===== config.mk =====
export PLATFORM = sky130hd
export DESIGN_NAME = bus_copy_master_flat
export DESIGN_NICKNAME = d
export VERILOG_FILES = /design/src/rtl/bus_copy_if.sv /design/src/rtl/bus_copy_master.sv /design/src/flat_wrapper.sv
export SDC_FILE = /design/constraint.sdc
export NUM_CORES = 1
export LEC_CHECK = 0
export CAP_MARGIN = 20
export CORE_ASPECT_RATIO = 2
export CORE_MARGIN = 2
export CORE_UTILIZATION = 30
export CTS_CLUSTER_SIZE = 8
export DETAILED_ROUTE_END_ITERATION = 10
export MAX_ROUTING_LAYER = met4
export PLACE_DENSITY = 0.62
export SLEW_MARGIN = 0
export SYNTH_ARGS = -nofsm -noshare
export SYNTH_HDL_FRONTEND = slang
export SYNTH_SLANG_ARGS = --single-unit

===== constraint.sdc =====
create_clock -name clock -period 3.75 [get_ports clock]
set_clock_uncertainty 0.15 [all_clocks]
set_input_delay 0.75 -clock clock [delete_from_list [all_inputs] [get_ports clock]]
set_output_delay 0.75 -clock clock [all_outputs]
set_load 0.1 [all_outputs]

===== src/rtl/bus_copy_if.sv =====
// Single-cycle enable/write/wait bus between the copy master and the arbiter port.
interface bus_copy_if;
  logic        busEnable;
  logic        busWrite;
  logic [31:0] busAddress;
  logic [31:0] busWriteData;
  logic [31:0] busReadData;
  logic        busWait;

  modport master (
    output busEnable, busWrite, busAddress, busWriteData,
    input  busReadData, busWait
  );

  modport slave (
    input  busEnable, busWrite, busAddress, busWriteData,
    output busReadData, busWait
  );
endinterface


===== src/rtl/bus_copy_master.sv =====
// Block copy initiator: one read then one write per 32-bit word, with wait-state timeout.
// state | meaning
// IDLE  | no transfer on the bus; accepts start
// READ  | read of the current source word presented
// WRITE | write of the buffered word to the current destination presented
module bus_copy_master #(
  parameter logic [15:0] TIMEOUT_CYCLES = 16'd1024,
  parameter int unsigned COUNT_WIDTH    = 16
) (
  input  logic                   clock,
  input  logic                   reset,
  input  logic                   start,
  input  logic [31:0]            sourceAddress,
  input  logic [31:0]            destinationAddress,
  input  logic [COUNT_WIDTH-1:0] wordCount,
  output logic                   busy,
  output logic                   done,
  output logic                   error,
  bus_copy_if.master             bus
);

  typedef enum logic [1:0] {IDLE, READ, WRITE} state_e;

  state_e                 state_q, state_d;
  logic [31:0]            src_q, src_d;
  logic [31:0]            dst_q, dst_d;
  logic [31:0]            addr_q, addr_d;
  logic [31:0]            wdata_q, wdata_d;
  logic [COUNT_WIDTH-1:0] cnt_q, cnt_d;
  logic [15:0]            wait_q, wait_d;
  logic                   busy_q, busy_d;
  logic                   done_q, done_d;
  logic                   error_q, error_d;
  logic                   en_q, en_d;
  logic                   we_q, we_d;

  logic unused_addr_lsbs;
  assign unused_addr_lsbs = ^{sourceAddress[1:0], destinationAddress[1:0]};

  always_ff @(posedge clock) begin
    if (reset) begin
      state_q <= IDLE;
      src_q   <= '0;
      dst_q   <= '0;
      addr_q  <= '0;
      wdata_q <= '0;
      cnt_q   <= '0;
      wait_q  <= '0;
      busy_q  <= 1'b0;
      done_q  <= 1'b0;
      error_q <= 1'b0;
      en_q    <= 1'b0;
      we_q    <= 1'b0;
    end else begin
      state_q <= state_d;
      src_q   <= src_d;
      dst_q   <= dst_d;
      addr_q  <= addr_d;
      wdata_q <= wdata_d;
      cnt_q   <= cnt_d;
      wait_q  <= wait_d;
      busy_q  <= busy_d;
      done_q  <= done_d;
      error_q <= error_d;
      en_q    <= en_d;
      we_q    <= we_d;
    end
  end

  always_comb begin
    state_d = state_q;
    src_d   = src_q;
    dst_d   = dst_q;
    addr_d  = addr_q;
    wdata_d = wdata_q;
    cnt_d   = cnt_q;
    wait_d  = wait_q;
    busy_d  = busy_q;
    done_d  = 1'b0;
    error_d = 1'b0;
    en_d    = en_q;
    we_d    = we_q;

    unique case (state_q)
      IDLE: begin
        if (start) begin
          if (wordCount == '0) begin
            done_d = 1'b1;
          end else begin
            state_d = READ;
            src_d   = {sourceAddress[31:2], 2'b00};
            dst_d   = {destinationAddress[31:2], 2'b00};
            addr_d  = {sourceAddress[31:2], 2'b00};
            cnt_d   = wordCount;
            wait_d  = TIMEOUT_CYCLES;
            busy_d  = 1'b1;
            en_d    = 1'b1;
            we_d    = 1'b0;
          end
        end
      end

      READ, WRITE: begin
        if (bus.busWait) begin
          // wait_q counts down the stall budget left for the current transfer
          if (wait_q <= 16'd1) begin
            state_d = IDLE;
            busy_d  = 1'b0;
            en_d    = 1'b0;
            we_d    = 1'b0;
            error_d = 1'b1;
          end else begin
            wait_d = wait_q - 16'd1;
          end
        end else if (state_q == READ) begin
          state_d = WRITE;
          wdata_d = bus.busReadData;
          addr_d  = dst_q;
          we_d    = 1'b1;
          wait_d  = TIMEOUT_CYCLES;
        end else begin
          cnt_d  = cnt_q - COUNT_WIDTH'(1);
          src_d  = src_q + 32'd4;
          dst_d  = dst_q + 32'd4;
          wait_d = TIMEOUT_CYCLES;
          if (cnt_q == COUNT_WIDTH'(1)) begin
            state_d = IDLE;
            busy_d  = 1'b0;
            en_d    = 1'b0;
            we_d    = 1'b0;
            done_d  = 1'b1;
          end else begin
            state_d = READ;
            addr_d  = src_q + 32'd4;
            we_d    = 1'b0;
          end
        end
      end

      default: state_d = IDLE;
    endcase
  end

  assign busy             = busy_q;
  assign done             = done_q;
  assign error            = error_q;
  assign bus.busEnable    = en_q;
  assign bus.busWrite     = we_q;
  assign bus.busAddress   = addr_q;
  assign bus.busWriteData = wdata_q;

endmodule


===== src/flat_wrapper.sv =====
// flat-port wrapper written by rule: the top's interface ports become plain ports
module bus_copy_master_flat 
#(
  parameter logic [15:0] TIMEOUT_CYCLES = 16'd1024,
  parameter int unsigned COUNT_WIDTH    = 16
)
  (clock, reset, start, sourceAddress, destinationAddress, wordCount, busy, done, error, bus_busEnable, bus_busWrite, bus_busAddress, bus_busWriteData, bus_busReadData, bus_busWait);
  bus_copy_if bus_i ();
  input  logic clock;
  input  logic reset;
  input  logic start;
  input  logic [31:0] sourceAddress;
  input  logic [31:0] destinationAddress;
  input  logic [COUNT_WIDTH-1:0] wordCount;
  output logic busy;
  output logic done;
  output logic error;
  output wire logic [$bits(bus_i.busEnable)-1:0] bus_busEnable;
  output wire logic [$bits(bus_i.busWrite)-1:0] bus_busWrite;
  output wire logic [$bits(bus_i.busAddress)-1:0] bus_busAddress;
  output wire logic [$bits(bus_i.busWriteData)-1:0] bus_busWriteData;
  input wire logic [$bits(bus_i.busReadData)-1:0] bus_busReadData;
  input wire logic [$bits(bus_i.busWait)-1:0] bus_busWait;
  assign bus_busEnable = bus_i.busEnable;
  assign bus_busWrite = bus_i.busWrite;
  assign bus_busAddress = bus_i.busAddress;
  assign bus_busWriteData = bus_i.busWriteData;
  assign bus_i.busReadData = bus_busReadData;
  assign bus_i.busWait = bus_busWait;
  bus_copy_master #(.TIMEOUT_CYCLES(TIMEOUT_CYCLES), .COUNT_WIDTH(COUNT_WIDTH)) u_core (.clock(clock), .reset(reset), .start(start), .sourceAddress(sourceAddress), .destinationAddress(destinationAddress), .wordCount(wordCount), .busy(busy), .done(done), .error(error), .bus(bus_i));
endmodule

==> results of run 1 <==
## final cells by class
cell class                      count  area [um2]
Multi-Input combinational cell    913        5230
Sequential cell                   161        3220
Clock buffer                       18         439
Timing Repair Buffer              206        2000
Fill cell                        3072       17700
Clock inverter                     14         200
Inverter                           29         110
Tap cell                          364         455
## critical path: cells and delay by family
kind	cells	cell delay, ps
AOI/OAI and AO/OA	2	600
and+or+nand+nor	4	1270
buffers and inverters	2	660
## synthesized netlist by cell type, types with 10 or more instances
library cell	number
and3_1	12
nor2b_1	33
nand4_1	17
nand3_1	42
ha_1	10
a31oi_1	15
o32ai_1	12
dfxtp_1	161
nand2_1	140
clkbuf_1	89
nor4_1	21
a21oi_1	140
or3_1	10
inv_1	29
xor2_1	22
xnor2_1	14
o21ai_0	92
a221oi_1	10
nor2_1	107
a211oi_1	31
nor3_1	56
## power groups by stage
stage | Clock (mW) | Sequential (mW) | Combinational [mW]
after floorplan | 0 | 4.19 | 3.44
after global placement | 0 | 2.97 | 6.34
after detailed placement | 0 | 3.00 | 6.40
after CTS | 1.97 | 2.96 | 6.44
after global routing | 2.04 | 3.06 | 7.01
final | 1.94 | 2.98 | 6.44
## state kept, by name (all words and copies together), names as in the netlist
register,cells
u_core.bus.busWriteData,32
u_core.bus.busAddress,31
u_core.dst_q,30
u_core.src_q,30
u_core.cnt_q,16
u_core.wait_q,16
u_core.state_q,2
u_core.bus.busEnable,1
u_core.bus.busWrite,1
u_core.done,1
u_core.error,1
## per-layer routing
| metal | part of all wire | vias up |
|---|---|---|
| li1 | - | 4564 |
| met5 | 0 | - |
| met4 | 0.047 | 0 |
| met2 | 0.53 | 268 |
| met1 | 0.38 | 4440 |
| met3 | 0.038 | 90 |
## cell families after synthesis
group,after synthesis,share of synthesized area
multiplexers,14,0.0164
buffers and inverters,133,0.0586
AO/OA/AOI/OAI,356,0.240
AND/OR/NAND/NOR,497,0.276
XOR/XNOR,36,0.0352
flip-flops,161,0.360
adder cells (fa/ha/maj),10,0.0140
## metrics by stage
stage               cell area, um2   util
global route                 11700  0.396
CTS                          11600  0.396
finish                       11700  0.396
global placement             11000  0.374
floorplan                     8950      -
detailed placement           11000  0.374
## worst paths after layout
path,start,end,slack [ps],depth (start not counted)
worst max-delay path,wordCount[5],u_core.bus.busAddress[25],660,8
worst min-delay path,u_core.bus.busWriteData[26],u_core.bus.busWriteData[26],300,2
worst min register to register,u_core.bus.busWriteData[26],u_core.bus.busWriteData[26],300,2
worst max register to register,u_core.src_q[2],u_core.bus.busAddress[22],860,7
==> results.json, run 1 <==
{
  "ys_seq_area_frac": 0.360,
  "routed_wl_um": 31000,
  "cp-end-kind": "register",
  "syn_inst": 1207,
  "first_pass_iters": 5,
  "maxSlewViolCount": 0,
  "setup_violations": 0,
  "worst_ep_arrival_time_ps": 3300,
  "clk_latency_ps": 450,
  "worstSetupPathType": "primary input to register",
  "cts-htree-levels": 4,
  "clock_sinks": 161,
  "grt_util_met3": 0.0299,
  "p_sw_frac": 0.517,
  "coreArea_mm2": 0.0294,
  "grt-busiest-layer": "met2",
  "die_area_mm2": 0.0313,
  "p_total_mw": 11.4,
  "grt.total_usage": 0.200,
  "wl_per_cell_um": 18.2,
  "use_met2": 0.358,
  "postCtsHoldBufs": 0,
  "grt_pass1_vias": 9064,
  "rsz0062_at_grt": "no",
  "drive_gt1_frac": 0.0768,
  "pwr-share-clk": 0.170,
  "synth.area.top_cells": "dfxtp_1 36%, a21oi_1 7.8%, nand2_1 5.9%",
  "clk_pin_slew_worst_paths_ps": 60,
  "cp-start-kind": "primary input",
  "hold_slack_ps": 303,
  "status": "complete, no violations",
  "cts-root-buf": "clkbuf_16",
  "cts_setup_buffers": 0,
  "met1_usage": 0.211,
  "powerDensity_mw_per_mm2": 974,
  "p_int_mw": 5.48,
  "drc": 0,
  "antenna_cells": 0,
  "path_cells": "clkdlybuf4s50_1, nor4_1, nand2_1, o31ai_2, buf_4, or3_1, nor2_1, a211oi_1",
  "yosysUniqueCellTypes": 65,
  "die_w_um": 126,
  "fp.dieH_um": 248,
  "min_period_over_period": 0.825,
  "syn_avg_cell_area_um2": 7.41,
  "fmaxAchievable_mhz": 323,
  "overflow": 0,
  "cts_resized": 0,
  "cap_violations": 0,
  "crit_fanout": 9,
  "ys_async_sr_fraction": 0,
  "setup_ws_ps": 657,
  "final_common_cell": "clkdlybuf4s50_1",
  "grt_first_pass_wirelength_um": 48400,
  "cp_slowest_cell": "nor4_1",
  "syn_area_mm2": 0.00895,
  "nets": 1454,
  "via_per_inst": 5.49,
  "post-synth-top-area-cell": "dfxtp_1",
  "initial_utilization": 0.304,
  "vias": 9362,
  "ant_nets": 0,
  "critPathMaxStageDelay_ps": 510,
  "std_cell_rows": 89,
  "antenna_found_initial": 0,
  "seq_power_share": 0.262,
  "fin_tns_setup_ps": 0,
  "fin_cells": 1705,
  "slew_headroom": 0.316,
  "switchingPower_mw": 5.87,
  "synth_seq_cells": 161,
  "cts_tree": "built",
  "period_minus_slack_ps": 3090,
  "worstPathRequired_ps": 3950,
  "worstMarginPinSlew_ps": 1020,
  "gp_congestion": 0.866,
  "hpwl_um": 22000,
  "worstHoldPathType": "register to register",
  "yosys_most_used_dff": "dfxtp_1",
  "yosysWarningCount": 0,
  "ir_worst_vdd_mv": 0.599,
  "netlist.area_leader.share": 0.360,
  "pin_count": 185,
  "final_cell_mix": "162 x clkdlybuf4s50_1, 161 x dfxtp_1, 140 x nand2_1, 140 x a21oi_1, 107 x nor2_1",
  "io_buffers": 180,
  "hold_violations": 0,
  "p_leak_nw": 4.06,
  "grt_max_degree": 112,
  "syn_to_final_growth_pct": 30.3,
  "cts_buffers": 17,
  "pre_cts_slack_ps": 54.6,
  "clk_path_buf_depth": 2,
  "syn_nets": 1333,
  "synth-edff-count": 0,
  "post-place-cells": 1672,
  "power_frac_comb": 0.567,
  "drt_iter0_drc": 750
}
(Power assumes the default switching activity.)
==> run 2, diff against run 1 <==
--- a/config.mk
+++ b/config.mk
@@ -12,7 +12,7 @@
 export CTS_CLUSTER_SIZE = 8
 export DETAILED_ROUTE_END_ITERATION = 10
 export MAX_ROUTING_LAYER = met4
-export PLACE_DENSITY = 0.62
+export PLACE_DENSITY = 0.63
 export SLEW_MARGIN = 0
 export SYNTH_ARGS = -nofsm -noshare
 export SYNTH_HDL_FRONTEND = slang
==> constraint.sdc (replaced) <==
create_clock -name clock -period 2.8 [get_ports clock]
set_clock_uncertainty 0.15 [all_clocks]
set_input_delay 0.56 -clock clock [delete_from_list [all_inputs] [get_ports clock]]
set_output_delay 0.56 -clock clock [all_outputs]
set_load 0.1 [all_outputs]
==> run 2 against run 1 <==
Clock-buffer cell count did not move. Largest power group unchanged. Cell area increased by 2.7%. Die area stayed put. Largest cell class unchanged. Via count increased by 2.4%.
==> results.json, run 2 (synthesis gave the netlist of run 1 again) <==
{
  "min_period_over_period": 0.925,
  "post-place-cells": 1732,
  "cts_setup_buffers": 0,
  "std_cell_rows": 89,
  "vias": 9584,
  "grt_max_degree": 66,
  "io_buffers": 180,
  "clk_pin_slew_worst_paths_ps": 70,
  "period_minus_slack_ps": 2590,
  "drt_iter0_drc": 587,
  "p_total_mw": 15.2,
  "cp_slowest_cell": "clkdlybuf4s50_1",
  "grt_pass1_vias": 9237,
  "powerDensity_mw_per_mm2": 1270,
  "syn_to_final_growth_pct": 33.8,
  "setup_violations": 0,
  "fp.dieH_um": 248,
  "fmaxAchievable_mhz": 386,
  "cap_violations": 0,
  "cp.buffers_inverters": 5,
  "final_cell_mix": "161 x dfxtp_1, 145 x buf_4, 140 x nand2_1, 140 x a21oi_1, 110 x clkdlybuf4s50_1",
  "worstMarginPinSlew_ps": 600,
  "drc": 0,
  "clk_path_buf_depth": 2,
  "hpwl_um": 23000,
  "overflow": 0,
  "n_fill_cell": 3081,
  "antenna_found_initial": 0,
  "routed_wl_um": 31200,
  "largest_reg_flops": 32,
  "rsz0062_at_grt": "no",
  "status": "complete, no violations",
  "cp-end-kind": "register",
  "cts_buffers": 17,
  "pin_count": 185,
  "crit_path_frequent_cell": "buf_4",
  "worstPathRequired_ps": 3010,
  "regToRegSetupSlack_ps": 260,
  "worst_ep_arrival_time_ps": 2800,
  "clock_sinks": 161,
  "crit_fanout": 9,
  "worstSetupPathType": "primary input to register",
  "ir_worst_vdd_mv": 0.534,
  "p_leak_nw": 4.44,
  "gp_congestion": 0.876,
  "antenna_cells": 0,
  "cts-root-buf": "clkbuf_16",
  "cts-htree-levels": 4,
  "coreArea_mm2": 0.0294,
  "worstHoldPathType": "register to register",
  "final_common_cell": "dfxtp_1",
  "maxSlewViolCount": 0,
  "first_pass_iters": 7,
  "initial_utilization": 0.304,
  "via_per_inst": 5.43,
  "slew_headroom": 0.597,
  "grt_first_pass_wirelength_um": 48500,
  "die_w_um": 126,
  "cts_tree": "built",
  "path_cells": "clkdlybuf4s50_1, nor4_1, buf_4, nand2_1, buf_4, o31ai_2, buf_4, or3_1, buf_12, nor2_1, a211oi_1",
  "wl_per_cell_um": 17.7,
  "ant_nets": 0,
  "fin_cells": 1764,
  "grt.total_usage": 0.199,
  "cp_top_family": "buffers and inverters",
  "clk_latency_ps": 450,
  "postCtsHoldBufs": 0,
  "drive_gt1_frac": 0.151,
  "critPathMaxStageDelay_ps": 430,
  "die_area_mm2": 0.0313,
  "nets": 1513,
  "hold_violations": 0,
  "utilization": 0.407,
  "fin_tns_setup_ps": 0,
  "cp-start-kind": "primary input"
}
run 2: cell type report:
type,count,area (um2),share of cell area
repair buffers,265,2390,0.200
clock buffers,18,429,0.0359
flip-flops and latches,161,3220,0.269
inverters,29,110,0.00920
well taps,364,455,0.0381
multi-input cells,913,5230,0.437
clock inverters,14,130,0.0109
run 2: report_power, final:
part           switching [mW]  internal [mW]  leakage, nW
sequential              0.825           3.10         1.32
combinational            6.00           3.01         2.85
clock                    1.07           1.24        0.265
total                    7.89           7.35         4.44
run 2: path summary, 6_finish.rpt:
path / startpoint / end / depth (start not counted)
worst min-delay path: u_core.bus.busWriteData[12] / u_core.bus.busWriteData[12] / 2
worst max-delay path: wordCount[9] / u_core.bus.busAddress[25] / 11
worst min register to register: u_core.bus.busWriteData[12] / u_core.bus.busWriteData[12] / 2
worst max register to register: u_core.wait_q[12] / u_core.wait_q[14] / 7
run 2: layer usage:
metal,global-route usage,routed length (um),vias to the layer above
met5,-,0,-
met4,0.0950,1380,0
met3,0.0296,1220,67
met2,0.371,17100,265
met1,0.203,11500,4566
li1,-,-,4686
run 2: through the flow:
| step | worst slack, ps | hold WS, ps | area (um2) |
|---|---|---|---|
| after global routing | 31.2 | 311 | 12000 |
| final | 210 | 305 | 12000 |
| after detailed placement | -374 | 298 | 11400 |
| after global placement | -386 | 287 | 11400 |
| after CTS | 77.9 | 299 | 12000 |
| after floorplan | 288 | 279 | 8950 |
run 2: worst register-to-register path: cells and delay by family (launching register included):
kind          cells  cell delay, ps
xor+xnor          1             150
buf+inv           1             200
flops             1             340
simple gates      5            1580
run 2: what timing repair did:
action                                  4_1_cts  5_1_grt
endpoints found under the setup margin        0        2
gates resized for setup                       0        1
endpoints found under the hold margin         0        0
==> run 3, diff against run 2 <==
--- a/config.mk
+++ b/config.mk
@@ -9,10 +9,12 @@
 export CORE_ASPECT_RATIO = 2
 export CORE_MARGIN = 2
 export CORE_UTILIZATION = 30
+export CTS_CLUSTER_DIAMETER = 50
 export CTS_CLUSTER_SIZE = 8
 export DETAILED_ROUTE_END_ITERATION = 10
 export MAX_ROUTING_LAYER = met4
 export PLACE_DENSITY = 0.63
+export SKIP_CTS_REPAIR_TIMING = 1
 export SLEW_MARGIN = 0
 export SYNTH_ARGS = -nofsm -noshare
 export SYNTH_HDL_FRONTEND = slang
==> constraint.sdc (replaced) <==
create_clock -name clock -period 2.8 [get_ports clock]
set_clock_uncertainty 0.15 [all_clocks]
set_input_delay 0.42 -clock clock [delete_from_list [all_inputs] [get_ports clock]]
set_output_delay 0.42 -clock clock [all_outputs]
set_load 0.1 [all_outputs]
==> run 3 against run 2 <==
First-iteration DRC count is 32% higher. Core utilization rose by 0.077 points. Via count down 0.40%. Fmax shrank 0.43%. Clock power rose by 10%. Largest cell class unchanged. Sequential cell count stayed put. Combinational power rose by 0.8%. Power increased by 2.1%.
==> results.json, run 3 (synthesis gave the netlist of run 1 again) <==
{
  "status": "complete, no violations",
  "fmaxAchievable_mhz": 385,
  "clk_path_buf_depth": 2,
  "period_minus_slack_ps": 2600,
  "clock_sinks": 161,
  "hold_violations": 0,
  "std_cell_rows": 89,
  "coreArea_mm2": 0.0294,
  "gp_congestion": 0.868,
  "die_w_um": 126,
  "io_buffers": 180,
  "ant_nets": 0,
  "die_area_mm2": 0.0313,
  "path_cells": "or3_1, or4_1, or4_1, buf_4, or3b_1, xor2_1, nor2_1",
  "worstPathRequired_ps": 2980,
  "switchingPower_mw": 8.01,
  "final_cell_mix": "161 x dfxtp_1, 140 x nand2_1, 140 x a21oi_1, 133 x buf_4, 110 x clkdlybuf4s50_1",
  "utilization": 0.408,
  "p_leak_nw": 4.44,
  "fp.dieH_um": 248,
  "cts-htree-levels": 4,
  "register_area_mm2": 0.00322,
  "rsz0062_at_grt": "no",
  "syn_to_final_growth_pct": 34.0,
  "grt_first_pass_wirelength_um": 48400,
  "multiInputGateArea_mm2": 0.00523,
  "grt_max_degree": 83,
  "drive_gt1_frac": 0.146,
  "setup_violations": 0,
  "pin_count": 185,
  "clk_pin_slew_worst_paths_ps": 70,
  "slew_headroom": 0.573,
  "clk_latency_ps": 450,
  "p_sw_frac": 0.515,
  "worst_ep_arrival_time_ps": 2780,
  "cts_tree": "built",
  "first_pass_iters": 6,
  "pwr-share-clk": 0.163,
  "pre_cts_slack_ps": -82.9,
  "overflow": 0,
  "ir_worst_vdd_mv": 0.654,
  "routed_wl_um": 31300,
  "worstSetupPathType": "register to register",
  "largest_reg_flops": 32,
  "worstMarginPinSlew_ps": 635,
  "r2r_cells": 7,
  "crit_fanout": 12,
  "antenna_found_initial": 0,
  "nets": 1503,
  "cp-start-kind": "register",
  "via_per_inst": 5.44,
  "seq_power_share": 0.253,
  "cp-end-kind": "register",
  "cp_slowest_cell": "or4_1",
  "min_period_over_period": 0.929,
  "worstHoldPathType": "primary input to register",
  "cap_violations": 0,
  "setup_ws_ps": 199,
  "cts-root-buf": "clkbuf_16",
  "powerDensity_mw_per_mm2": 1300,
  "p_total_mw": 15.6,
  "initial_utilization": 0.304,
  "hpwl_um": 22800,
  "n_fill_cell": 3070,
  "drt_iter0_drc": 776,
  "wl_per_cell_um": 17.8,
  "vias": 9546,
  "critPathMaxStageDelay_ps": 520,
  "holdPathStages": 2,
  "cts_buffers": 17,
  "p_int_mw": 7.56,
  "drc": 0,
  "final_common_cell": "dfxtp_1",
  "antenna_cells": 0,
  "power_frac_comb": 0.584,
  "grt_pass1_vias": 9084,
  "crit_path_frequent_cell": "or4_1",
  "grt.total_usage": 0.200,
  "maxSlewViolCount": 0
}
run 3: cell count changes in the layout (fill, tap and decap cells not counted), sizes merged:
cell      previous run  this run
buf                155       145
clkinvlp             4         0
clkinv               5         6
inv                 33        35
bufinv               1         2
run 3: metal layers:
layer / GRT usage / part of all wire / vias up
met5: - / 0 / -
met4: 0.0941 / 0.041 / 0
met3: 0.0290 / 0.041 / 53
met2: 0.367 / 0.55 / 302
met1: 0.208 / 0.37 / 4522
li1: - / - / 4669
run 3: metrics by stage:
step	instance area, um2	cells	hold WS (ps)	TNS, ps
detailed placement	11400	1722	299	-3220
floorplan	8950	1207	279	0
CTS	12000	1754	196	0
global placement	11400	1722	290	-659
finish	12000	1754	225	0
global route	12000	1754	238	0
run 3: layout make-up:
type                            count  area share
Clock buffer                       18      0.0366
Clock inverter                     14      0.0161
Inverter                           29     0.00918
Multi-Input combinational cell    913       0.436
Sequential cell                   161       0.269
Tap cell                          364      0.0380
Timing Repair Buffer              255       0.195
run 3: critical path, delay by kind of cell, from the launching register on:
family / cells / cell delay [ps]
buffers and inverters: 1 / 210
xor gates and xnor gates: 1 / 170
and+or+nand+nor: 5 / 1610
DFF: 1 / 340
run 3: power groups by stage:
stage	clock network, mW	registers [mW]	logic [mW]
floorplan	0	5.61	4.61
global placement	0	3.94	8.94
detailed placement	0	3.97	9.04
CTS	2.60	3.92	9.08
global route	2.68	4.04	9.84
finish	2.54	3.94	9.08
run 3: final timing paths:
path                               startpoint                     endpoint  slack [ps]
setup reg to reg            u_core.wait_q[12]             u_core.wait_q[3]         200
hold / removal                          reset             u_core.dst_q[24]         230
hold reg to reg   u_core.bus.busWriteData[18]  u_core.bus.busWriteData[18]         310
setup / recovery            u_core.wait_q[12]             u_core.wait_q[3]         200
==> edit, RTL diff (flow settings as in run 3) <==
`COUNT_WIDTH` is set to 16 in 2 places; all go to 18.
--- a/src/rtl/bus_copy_master.sv
+++ b/src/rtl/bus_copy_master.sv
@@ -7,3 +7,3 @@
   parameter logic [15:0] TIMEOUT_CYCLES = 16'd1024,
-  parameter int unsigned COUNT_WIDTH    = 16
+  parameter int unsigned COUNT_WIDTH    = 18
 ) (
--- a/src/flat_wrapper.sv
+++ b/src/flat_wrapper.sv
@@ -4,3 +4,3 @@
   parameter logic [15:0] TIMEOUT_CYCLES = 16'd1024,
-  parameter int unsigned COUNT_WIDTH    = 16
+  parameter int unsigned COUNT_WIDTH    = 18
 )
Ports: changed (resized wordCount); port bits go from 185 to 187. No check against the original RTL was run, so the function may have changed too.
==> edit against run 3 <==
Synthesized cell count increased by 8.2%; worst setup slack got worse by 0.10 ns; area after synthesis increased by 12%; sequential power decreased by 2%; sequential cell count increased by 2; design area increased by 12%; wire length increased by 32%; power increased by 4.1%.
==> edit: results (changes against run 3) <==
* Drt total wl at 41.3 mm (+32%)
* Uppermost layer routed: met4
* Mux contribution to synthesized area at 0.0123 (-0.00411)
* Outcome: complete, no violations
* Top FF cell, synth: dfxtp_1
* Finished Cell Area at 13400 um^2 (+12%)
* CTS root buf: clkbuf_16
* Int Pwr at 0.00788 W (+4.3%)
* First-pass GRT wire length at 64.1 mm (+32%)
* Distinct cells, synth at 78 (+20%)
* CTS Buf Count at 17 (unchanged)
* Top post-synthesis cells by count: 163 x dfxtp_1, 139 x a21oi_1, 131 x nand2_1
* Post-synthesis adder-cell area fraction at 0.0125 (-0.00148)
* Fillers at 3402 (+11%)
* Peak VDD IR at 0.000536 V (-18%)
* Routed length per instance at 21.3 um (+20%)
* Met2 routed WL at 21.5 mm (+26%)
* Top cells by area, synth: dfxtp_1 33%, a21oi_1 7.0%, nand2_1 4.9%
* First-pass iteration count of the detailed router at 5 (-1)
* Hold WC Path Type: reg -> reg
* Initial antenna violation count at 1 (+1)
* WP data arrival at 2.94 ns (+0.16 ns)
* Layout cells sized above 1 at 0.181 (+0.0347)
* Setup WS pre-CTS at -0.425 ns (-0.343 ns)
* Leak at 4.85 nW (+9.2%)
* Largest net degree at the start of global routing at 148 (+78%)
* Mapped Cells at 1306 (+8.2%)
* Post-Synth XOR/XNOR Area at 0.0105 (-0.0247)
* Final #Nets at 1621 (+7.9%)
* Vias in the first global route at 11508 (+27%)
* Met1 wire length at 14.9 mm (+28%)
* Met3 wire length at 2.41 mm (+87%)
* Placed cells at 1905 (+11%)
* Hold path start: u_core.bus.busWriteData[8]
* Detail Placement HPWL at 29.5 mm (+29%)
* Register area share after synthesis at 0.326 (-0.0342)
* Clock slew at reported path FFs at 0.07 ns (about the same)
* Gp weighted congestion at 0.923 (+6.4%)
* Crit-path max FO at 18 (+6)
* Vias per std cell at 5.96 (+9.6%)
* Synth warn at 0 (unchanged)
* Total track usage at 0.238 (+0.0382)
* Worst-margin pin slew at 0.765 ns (+0.130 ns)
* Worst r2r src: u_core.state_q[0]
* Max H-tree Level at 4 (unchanged)
* Port bufs at 182 (+1.1%)
* CTS Buffer Depth at 2 (unchanged)
* Iter 0 DRT Violations at 1133 (+46%)
* Syn_nets at 1434 (+7.6%)
* Max FFs per register at 32 (unchanged)
* Synth Area in Compound Gates at 0.314 (+0.0737)
-- edit: worst paths after layout --
path / end / slack, ns / cells past startpoint
max: u_core.wait_q[4] / 0.1 / 10
min: u_core.bus.busWriteData[8] / 0.31 / 2
max reg2reg: u_core.wait_q[4] / 0.1 / 10
min reg2reg: u_core.bus.busWriteData[8] / 0.31 / 2
-- edit: area by class of cell --
class                   count  share of cell area
inverters                  43              0.0122
clock buffers              20              0.0341
well taps                 432              0.0403
clock inverters            11              0.0111
diodes                      1            0.000187
flip-flops and latches    163               0.243
multi-input cells         962               0.453
repair buffers            306               0.205
-- edit: metal layers --
layer / global-route usage / vias up
met1: 0.242 / 5504
met2: 0.422 / 534
li1: - / 5398
met4: 0.144 / 0
met3: 0.0426 / 121
met5: - / -
-- edit: power groups by stage --
stage / logic, W / registers, W / clock network, W
after floorplan: 0.00504 / 0.00531 / 0
after detailed placement: 0.00964 / 0.00388 / 0
after CTS: 0.00968 / 0.00383 / 0.00256
final: 0.00982 / 0.00387 / 0.00252
after global placement: 0.00953 / 0.00385 / 0
after global routing: 0.0105 / 0.00394 / 0.00265
-- edit: cells by family (layout without fill, tap and decap cells) --
| logic type | count (synthesis) | after routing |
|---|---|---|
| multiplexers | 12 | 12 |
| other | 0 | 1 |
| adder cells (fa/ha/maj) | 10 | 10 |
| AND/OR/NAND/NOR | 476 | 476 |
| XOR/XNOR | 12 | 12 |
| flip-flops | 163 | 163 |
| buffers and inverters | 181 | 380 |
| AO/OA/AOI/OAI | 452 | 452 |
-- edit: worst max-delay path, cell delays in order, from the launching register on --
cell     delay [ns]
dfxtp_1        0.32
inv_1          0.06
ha_4           0.18
nor4b_1        0.16
and4_1         0.16
buf_4          0.14
a211o_4        0.39
buf_12         0.18
buf_12         0.13
or4_2          0.65
a21oi_2        0.13
